--- src/rtl/lfsr_pkg.sv ---
// Shared types for the multi-channel LFSR pattern engine.
package lfsr_pkg;

    typedef enum logic [1:0] {
        SEED = 2'd0,
        TAP  = 2'd1,
        RUN  = 2'd2,
        MODE = 2'd3
    } cmd_op_e;

    typedef enum logic {
        IDLE = 1'b0,
        EMIT = 1'b1
    } fsm_e;

    typedef enum logic {
        FIB = 1'b0,
        GAL = 1'b1
    } mode_e;

endpackage

--- src/rtl/lfsr_step.sv ---
// Combinational one-step LFSR advance, Fibonacci or Galois.
// Build option LFSR_LOCKUP_EN: an all-zero result is replaced by 1 and flagged.
module lfsr_step
    import lfsr_pkg::*;
#(
    parameter int WIDTH = 16
) (
    input  logic [WIDTH-1:0] s,
    input  logic [WIDTH-1:0] t,
    input  mode_e            mode,
    output logic [WIDTH-1:0] nxt,
    output logic             zfix
);

    logic [WIDTH-1:0] w_raw;

    always_comb begin
        w_raw = '0;
        if (mode == FIB)
            w_raw = {s[WIDTH-2:0], ^(s & t)};
        else
            w_raw = (s >> 1) ^ (s[0] ? t : '0);
    end

`ifdef LFSR_LOCKUP_EN
    assign zfix = (w_raw == '0);
    assign nxt  = zfix ? WIDTH'(1) : w_raw;
`else
    assign zfix = 1'b0;
    assign nxt  = w_raw;
`endif

endmodule

--- src/rtl/lfsr_bank.sv ---
// Multi-channel LFSR engine: per-channel seed/tap/mode, RUN streams N states out.
// Build option LFSR_LOCKUP_EN enables zero-state substitution and the lockup flags.
module lfsr_bank
    import lfsr_pkg::*;
#(
    parameter int               WIDTH       = 16,
    parameter int               CHANNELS    = 4,
    parameter int               CNT_W       = 8,
    parameter logic [WIDTH-1:0] TAP_DEFAULT = WIDTH'(16'hB400)
) (
    input  logic                                          clk,
    input  logic                                          reset,
    input  logic                                          cmd_valid,
    output logic                                          cmd_ready,
    input  logic [1:0]                                    cmd_op,
    input  logic [$clog2(CHANNELS > 1 ? CHANNELS : 2)-1:0] cmd_ch,
    input  logic [WIDTH-1:0]                              cmd_data,
    output logic                                          out_valid,
    input  logic                                          out_ready,
    output logic [$clog2(CHANNELS > 1 ? CHANNELS : 2)-1:0] out_ch,
    output logic [WIDTH-1:0]                              out_data,
    output logic                                          out_last,
    output logic                                          busy,
    output logic [CHANNELS-1:0]                           lockup
);

    localparam int CH_W = $clog2(CHANNELS > 1 ? CHANNELS : 2);

    logic [WIDTH-1:0]    r_state [CHANNELS];
    logic [WIDTH-1:0]    r_tap   [CHANNELS];
    mode_e               r_mode  [CHANNELS];
    logic [CHANNELS-1:0] r_lock;

    fsm_e                r_fsm;
    fsm_e                w_fsm_nxt;
    logic [CNT_W-1:0]    r_rem;
    logic [WIDTH-1:0]    r_out_data;
    logic [CH_W-1:0]     r_out_ch;

    cmd_op_e             w_op;
    logic                w_ch_ok;
    logic [CNT_W-1:0]    w_run_cnt;
    logic                w_cmd_fire;
    logic                w_run_start;
    logic                w_step_adv;
    logic                w_commit;
    logic [CH_W-1:0]     w_sel_ch;
    logic [WIDTH-1:0]    w_s;
    logic [WIDTH-1:0]    w_t;
    mode_e               w_mode;
    logic [WIDTH-1:0]    w_nxt;
    logic                w_zfix;

    assign w_op        = cmd_op_e'(cmd_op);
    assign w_ch_ok     = int'(cmd_ch) < CHANNELS;
    assign w_run_cnt   = CNT_W'(cmd_data);
    assign w_cmd_fire  = cmd_valid && (r_fsm == IDLE);
    assign w_run_start = w_cmd_fire && w_ch_ok && (w_op == RUN) && (w_run_cnt != '0);
    assign w_step_adv  = (r_fsm == EMIT) && out_ready && (r_rem != CNT_W'(1));
    assign w_commit    = w_run_start || w_step_adv;

    // In EMIT the current state of the running channel is exactly what is on out_data.
    assign w_sel_ch = (r_fsm == IDLE) ? cmd_ch : r_out_ch;
    assign w_s      = (r_fsm == IDLE) ? r_state[w_sel_ch] : r_out_data;
    assign w_t      = r_tap[w_sel_ch];
    assign w_mode   = r_mode[w_sel_ch];

    lfsr_step #(
        .WIDTH(WIDTH)
    ) u_step (
        .s    (w_s),
        .t    (w_t),
        .mode (w_mode),
        .nxt  (w_nxt),
        .zfix (w_zfix)
    );

    always_ff @(posedge clk) begin
        if (reset) begin
            for (int c = 0; c < CHANNELS; c++) begin
                r_state[c] <= WIDTH'(1);
                r_tap[c]   <= TAP_DEFAULT;
                r_mode[c]  <= FIB;
            end
            r_lock <= '0;
        end else begin
            for (int c = 0; c < CHANNELS; c++) begin
                if (w_cmd_fire && w_ch_ok && int'(cmd_ch) == c) begin
                    case (w_op)
                        SEED: begin
                            r_state[c] <= cmd_data;
                            r_lock[c]  <= 1'b0;
                        end
                        TAP:     r_tap[c]  <= cmd_data;
                        MODE:    r_mode[c] <= mode_e'(cmd_data[0]);
                        default: ;
                    endcase
                end
                if (w_commit && int'(w_sel_ch) == c) begin
                    r_state[c] <= w_nxt;
                    if (w_zfix)
                        r_lock[c] <= 1'b1;
                end
            end
        end
    end

    always_ff @(posedge clk) begin
        if (reset)
            r_fsm <= IDLE;
        else
            r_fsm <= w_fsm_nxt;
    end

    always_comb begin
        w_fsm_nxt = r_fsm;
        cmd_ready = 1'b0;
        out_valid = 1'b0;
        busy      = 1'b0;
        out_last  = 1'b0;
        case (r_fsm)
            IDLE: begin
                cmd_ready = 1'b1;
                if (w_run_start)
                    w_fsm_nxt = EMIT;
            end
            EMIT: begin
                out_valid = 1'b1;
                busy      = 1'b1;
                out_last  = (r_rem == CNT_W'(1));
                if (out_ready && r_rem == CNT_W'(1))
                    w_fsm_nxt = IDLE;
            end
            default: w_fsm_nxt = IDLE;
        endcase
    end

    always_ff @(posedge clk) begin
        if (reset) begin
            r_rem      <= '0;
            r_out_data <= '0;
            r_out_ch   <= '0;
        end else begin
            if (w_run_start) begin
                r_rem    <= w_run_cnt;
                r_out_ch <= cmd_ch;
            end else if (w_step_adv) begin
                r_rem <= r_rem - CNT_W'(1);
            end
            if (w_commit)
                r_out_data <= w_nxt;
        end
    end

    assign out_data = r_out_data;
    assign out_ch   = r_out_ch;
    assign lockup   = r_lock;

endmodule
--- config.mk ---
export PLATFORM = sky130hd
export DESIGN_NAME = lfsr_bank
export DESIGN_NICKNAME = d
export VERILOG_FILES = /design/src/rtl/lfsr_pkg.sv /design/src/rtl/lfsr_step.sv /design/src/rtl/lfsr_bank.sv
export SDC_FILE = /design/constraint.sdc
export NUM_CORES = 1
export LEC_CHECK = 0
export BUFFER_PORTS_ARGS = -buffer_cell sky130_fd_sc_hd__buf_2
export CORE_UTILIZATION = 35
export DETAILED_ROUTE_END_ITERATION = 10
export PLACE_DENSITY_LB_ADDON = 0.25
export SLEW_MARGIN = 20
export SYNTH_ARGS = -nofsm -noshare
export SYNTH_HDL_FRONTEND = slang
export SYNTH_HIERARCHICAL = 1
export SYNTH_SLANG_ARGS = --single-unit
--- constraint.sdc ---
create_clock -name clk -period 4 [get_ports clk]
set_clock_uncertainty 0.15 [all_clocks]
set_input_delay 0.8 -clock clk [delete_from_list [all_inputs] [get_ports clk]]
set_output_delay 0.8 -clock clk [all_outputs]
set_load 0.1 [all_outputs]
-- Yosys cells after proc, flatten, opt, wreduce, memory -nomap -nowiden
Memory sizes are Yosys's and may differ from the RTL's.
Cells that the tools add are included.
- flip-flop bits (word level): 27
- bits in writable memories: 132
- bits of input ports: 24
- output and inout bits: 26
- logic and storage cells: 140
- memories kept: 3
- memories (memory ; words ; bits a word ; rd ports ; clocked after Yosys merged registers in ; wr ports ; line ; text):
    r_state ; 4 ; 16 ; 1 ; 0 ; 4 ; lfsr_bank.sv:29 ; logic [WIDTH-1:0] r_state [CHANNELS];
    r_tap ; 4 ; 16 ; 1 ; 0 ; 4 ; lfsr_bank.sv:30 ; logic [WIDTH-1:0] r_tap [CHANNELS];
    r_mode ; 4 ; 1 ; 1 ; 0 ; 4 ; lfsr_bank.sv:31 ; mode_e r_mode [CHANNELS];
- $add $sub $neg: 1
- equality and inequality tests: 11
- muxes and demuxes: 81
- bitwise gates (word level): 19
- reduce and logical (&&, ||, !) cells: 21
- operators with widths (operator ; count):
    $mux W16 ; 15
    $mux W1 ; 62
    $and A16 B16 Y16 ; 1
    $mux W8 ; 2
    $or A1 B1 Y1 ; 16
    $reduce_xor A16 Y1 ; 1
    $xor A15 B16 Y16 ; 1
    $logic_and A1 B1 Y1 ; 14
    $eq A2 B2 Y1 const B ; 6
    $eq A8 B1 Y1 const B ; 1
    $ne A8 B1 Y1 const B ; 1
    $reduce_bool A8 Y1 ; 1
    $sub A8 B1 Y8 const B ; 1
    $eq A2 B1 Y1 const B ; 3
    $logic_not A2 Y1 ; 3
    $mux W2 ; 1
    $pmux W1 S2 ; 1
    $reduce_bool A2 Y1 ; 1
    $logic_or A1 B1 Y1 ; 1
    $not A1 Y1 ; 1

-- Logic depth before layout (Yosys ltp)
- depth in word-level cells: 10
- depth in mapped cells: 15

-- Modules after synthesis
Netlist, hierarchy kept.
- modules (own cells, without submodules) (module ; instances ; cells an instance ; area each (µm²) ; seq. area each (µm²)):
    lfsr_bank ; 1 ; 635 ; 8079.0 ; 4584.4
    lfsr_step ; 1 ; 99 ; 580.6 ; 0.0

-- Worst setup path before layout
Ideal clock, no wire load.
- path type: register to output
- from: reg r_fsm
- to: out out_last
- arrival: 3.915 ns
- setup slack: -0.865 ns
- stages on the path, launching flop included: 5
- cells stage by stage: dfxtp_1 > buf_4 > clkbuf_1 > clkinv_1 > nor3_1
- longest elaborated chain between the ends: 1
- RTL lines (what ; line ; text):
    start: declaration ; lfsr_bank.sv:34 ; fsm_e r_fsm;
    start signal: assignment ; lfsr_bank.sv:112 ; r_fsm <= w_fsm_nxt;
    $mux W1 ; lfsr_bank.sv:121 ; case (r_fsm)
    end: declaration ; lfsr_bank.sv:22 ; output logic out_last,
Every way passes these cells.

==> results.cfg <==
[die]
chipWidth_um = 159
die-area_um2 = 25400
coreArea_um2 = 24300
die_h_um = 159
rows = 57
initial_core_util = 0.356
pin_count = 50

[placement]
gp_congestion = 0.844
port_buffers = 49
dp_hpwl_um = 17600

[sta]
fin_setup_tns_ps = 0
worst_slew_pin_slew_ps = 849
setup_violations = 0
fmax_ghz = 0.289
hold_viol = 0
rsz0062_at_grt = no
min_period_ps = 3460
max_slew_margin = 0.434
drv_slew = 0
holdWs_ps = 306
fin_crit_sh = 0.864

[clock_tree]
clkTransAtPathRegs_ps = 60
cts_tree = done
hold_buffers = 0
ctsHtreeMaxLevel = 4
cts-root-buf = clkbuf_16
post_cts.repair.setup_buffers = 0
cts_buffer_depth = 2
clk-insertion-delay-late_ps = 430
cts_sinks = 163
cts-resized-gates = 0
cts_made_buffers = 17

[yosys]
ys_top_cells_by_count = edfxtp_1 (132), nand2_1 (93), a21oi_1 (42)
async_flop_share = 0
syn_nets = 760
seq_area_frac_synth = 0.529
synth-seq-cells = 163
synth_area_per_cell_um2 = 11.8
yosysTopAreaCellShare = 0.458
synth_edf_count = 132
yosysMostFrequentCell = edfxtp_1
synth_area_leader_cell = edfxtp_1
ys.flop_type = edfxtp_1
yosysWarnings = 6
ys_types = 72
netlist_area_um2 = 8660
syn_inst = 734
synth_area_leaders = edfxtp_1 (46%), mux4_2 (8.6%), dfxtp_1 (7.2%)

[global_routing]
grt_max_degree = 54
grt_pass1_vias = 6240
grt_pass1_wl_um = 38500
overflow = 0
grt_usage = 0.205
antenna_found_initial = 0

[final_layout]
area_growth_pct = 15.8
diodes = 0
fillers = 2297
fin_nets = 826
final-seq-area_um2 = 4590
multiInputGateArea_um2 = 3780
drive_gt1_frac = 0.238

[setup_path]
worstSetupStartpointType = register
cp-startpoint = r_fsm$_SDFF_PP0_
cp_max_fo = 10
arrival_ps = 3570
cp.required_ps = 4110
r2r-start = r_fsm$_SDFF_PP0_
worst_setup_path_end_kind = register
path_class = reg2reg

[flow_run]
drv_cap = 0

[detailed_routing]
route.detailed.drc = 0
wl_per_cell_um = 22.3
first_pass_iters = 5
via_per_inst = 5.56
vias = 6310
final_antenna_net_count = 0
wl_um = 25300
drtIter0Drc = 552

[power_and_ir_drop]
p_leak_nw = 3.60
ir_drop_uv = 220
power_density_nw_per_um2 = 437

[status]
status = finished clean

[worst_hold_path]
hold_path_startpoint = lockup[0]$_SDFF_PP0_
hp-class = reg2reg
## area by class of cell
| cell class | count | share of cell area |
|---|---|---|
| Clock buffer | 22 | 0.0443 |
| Clock inverter | 8 | 0.0111 |
| Inverter | 11 | 0.00412 |
| Multi-Input combinational cell | 508 | 0.377 |
| Sequential cell | 163 | 0.457 |
| Tap cell | 324 | 0.0404 |
| Timing Repair Buffer | 99 | 0.0659 |
## state kept, by name, indices dropped and copies added, names as in the netlist
register,cells
lockup,4
out_ch,2
out_data,16
r_fsm,1
r_mode,4
r_rem,8
r_state,64
r_tap,64
## worst paths after layout
kind	endpoint	slack, ps	depth (start not counted)
setup / recovery	r_state[3][0]$_DFFE_PP_	540	14
hold / removal	lockup[0]$_SDFF_PP0_	310	2
setup reg to reg	r_state[3][0]$_DFFE_PP_	540	14
hold reg to reg	lockup[0]$_SDFF_PP0_	310	2
## critical path, cell delays in order, from the launching register on
cell and delay, ps:
dfxtp_2 440, mux2i_4 430, buf_12 210, mux4_2 500, nand2_1 100, nand2_1 80, nand2_1 80, xor2_1 170
xnor2_1 160, xnor2_1 100, buf_4 150, xnor2_1 110, mux2i_1 310, inv_1 110, a22oi_1 180
## stage by stage
| stage | total power, mW | instance area (um^2) | setup WS (ps) | utilization | std cells |
|---|---|---|---|---|---|
| 6_report | 4.38 | 10000 | 544 | 0.412 | 1135 |
| 5_1_grt | 4.54 | 10000 | 362 | 0.412 | 1135 |
| 4_1_cts | 4.41 | 10000 | 561 | 0.412 | 1135 |
| 3_5_place_dp | 2.81 | 9470 | 203 | 0.390 | 1105 |
| 3_3_place_gp | 2.81 | 9470 | 206 | 0.390 | 1105 |
| 2_1_floorplan | 2.54 | 8670 | 119 | - | 734 |
## metal layers
metal / vias to the layer above / GRT usage / wire [um] / share of wire
met1: 3163 / 0.285 / 11400 / 0.45
met4: 0 / 0.0691 / 597 / 0.024
li1: 2879 / - / - / -
met5: - / 0 / 0 / 0
met3: 34 / 0.0396 / 1490 / 0.059
met2: 234 / 0.321 / 11900 / 0.47
## cell families (layout without fill, tap and decap cells)
| group | Yosys count | count (layout) | share of synthesized area |
|---|---|---|---|
| AND/OR/NAND/NOR | 281 | 281 | 0.170 |
| flip-flops | 163 | 163 | 0.529 |
| AO/OA/AOI/OAI | 155 | 155 | 0.133 |
| buffers and inverters | 63 | 140 | 0.0374 |
| multiplexers | 40 | 40 | 0.0955 |
| XOR/XNOR | 29 | 29 | 0.0311 |
| adder cells (fa/ha/maj) | 2 | 2 | 0.00289 |
| other | 1 | 1 | 0.000433 |
## power by group
| group | leakage (nW) | internal (mW) | switching, mW |
|---|---|---|---|
| Sequential | 1.60 | 1.91 | 0.0444 |
| Clock | 0.270 | 0.966 | 0.636 |
| Combinational | 1.74 | 0.284 | 0.540 |
## placed cells by master, fill, tap and decap left out, types with 3 or more instances in the layout
| master | n |
|---|---|
| or3_1 | 17 |
| nand2_1 | 93 |
| o22ai_2 | 9 |
| a22o_1 | 30 |
| nor2_1 | 33 |
| buf_4 | 48 |
| nand2b_1 | 36 |
| clkbuf_16 | 17 |
| buf_2 | 48 |
| nand3b_1 | 5 |
| clkinv_1 | 4 |
| xor2_1 | 17 |
| mux2i_1 | 4 |
| a21oi_1 | 42 |
| inv_1 | 10 |
| and2_1 | 33 |
| edfxtp_1 | 132 |
| o22ai_1 | 21 |
| clkbuf_1 | 5 |
| or4_4 | 3 |
| o21bai_1 | 4 |
| o21ai_4 | 3 |
| bufinv_16 | 3 |
| dfxtp_1 | 30 |
| xnor2_1 | 10 |
| buf_12 | 3 |
| nand3_1 | 22 |
| nor3_1 | 17 |
| o21ai_0 | 23 |
| mux4_2 | 33 |
Note: power is estimated with default switching activity, not from simulation.
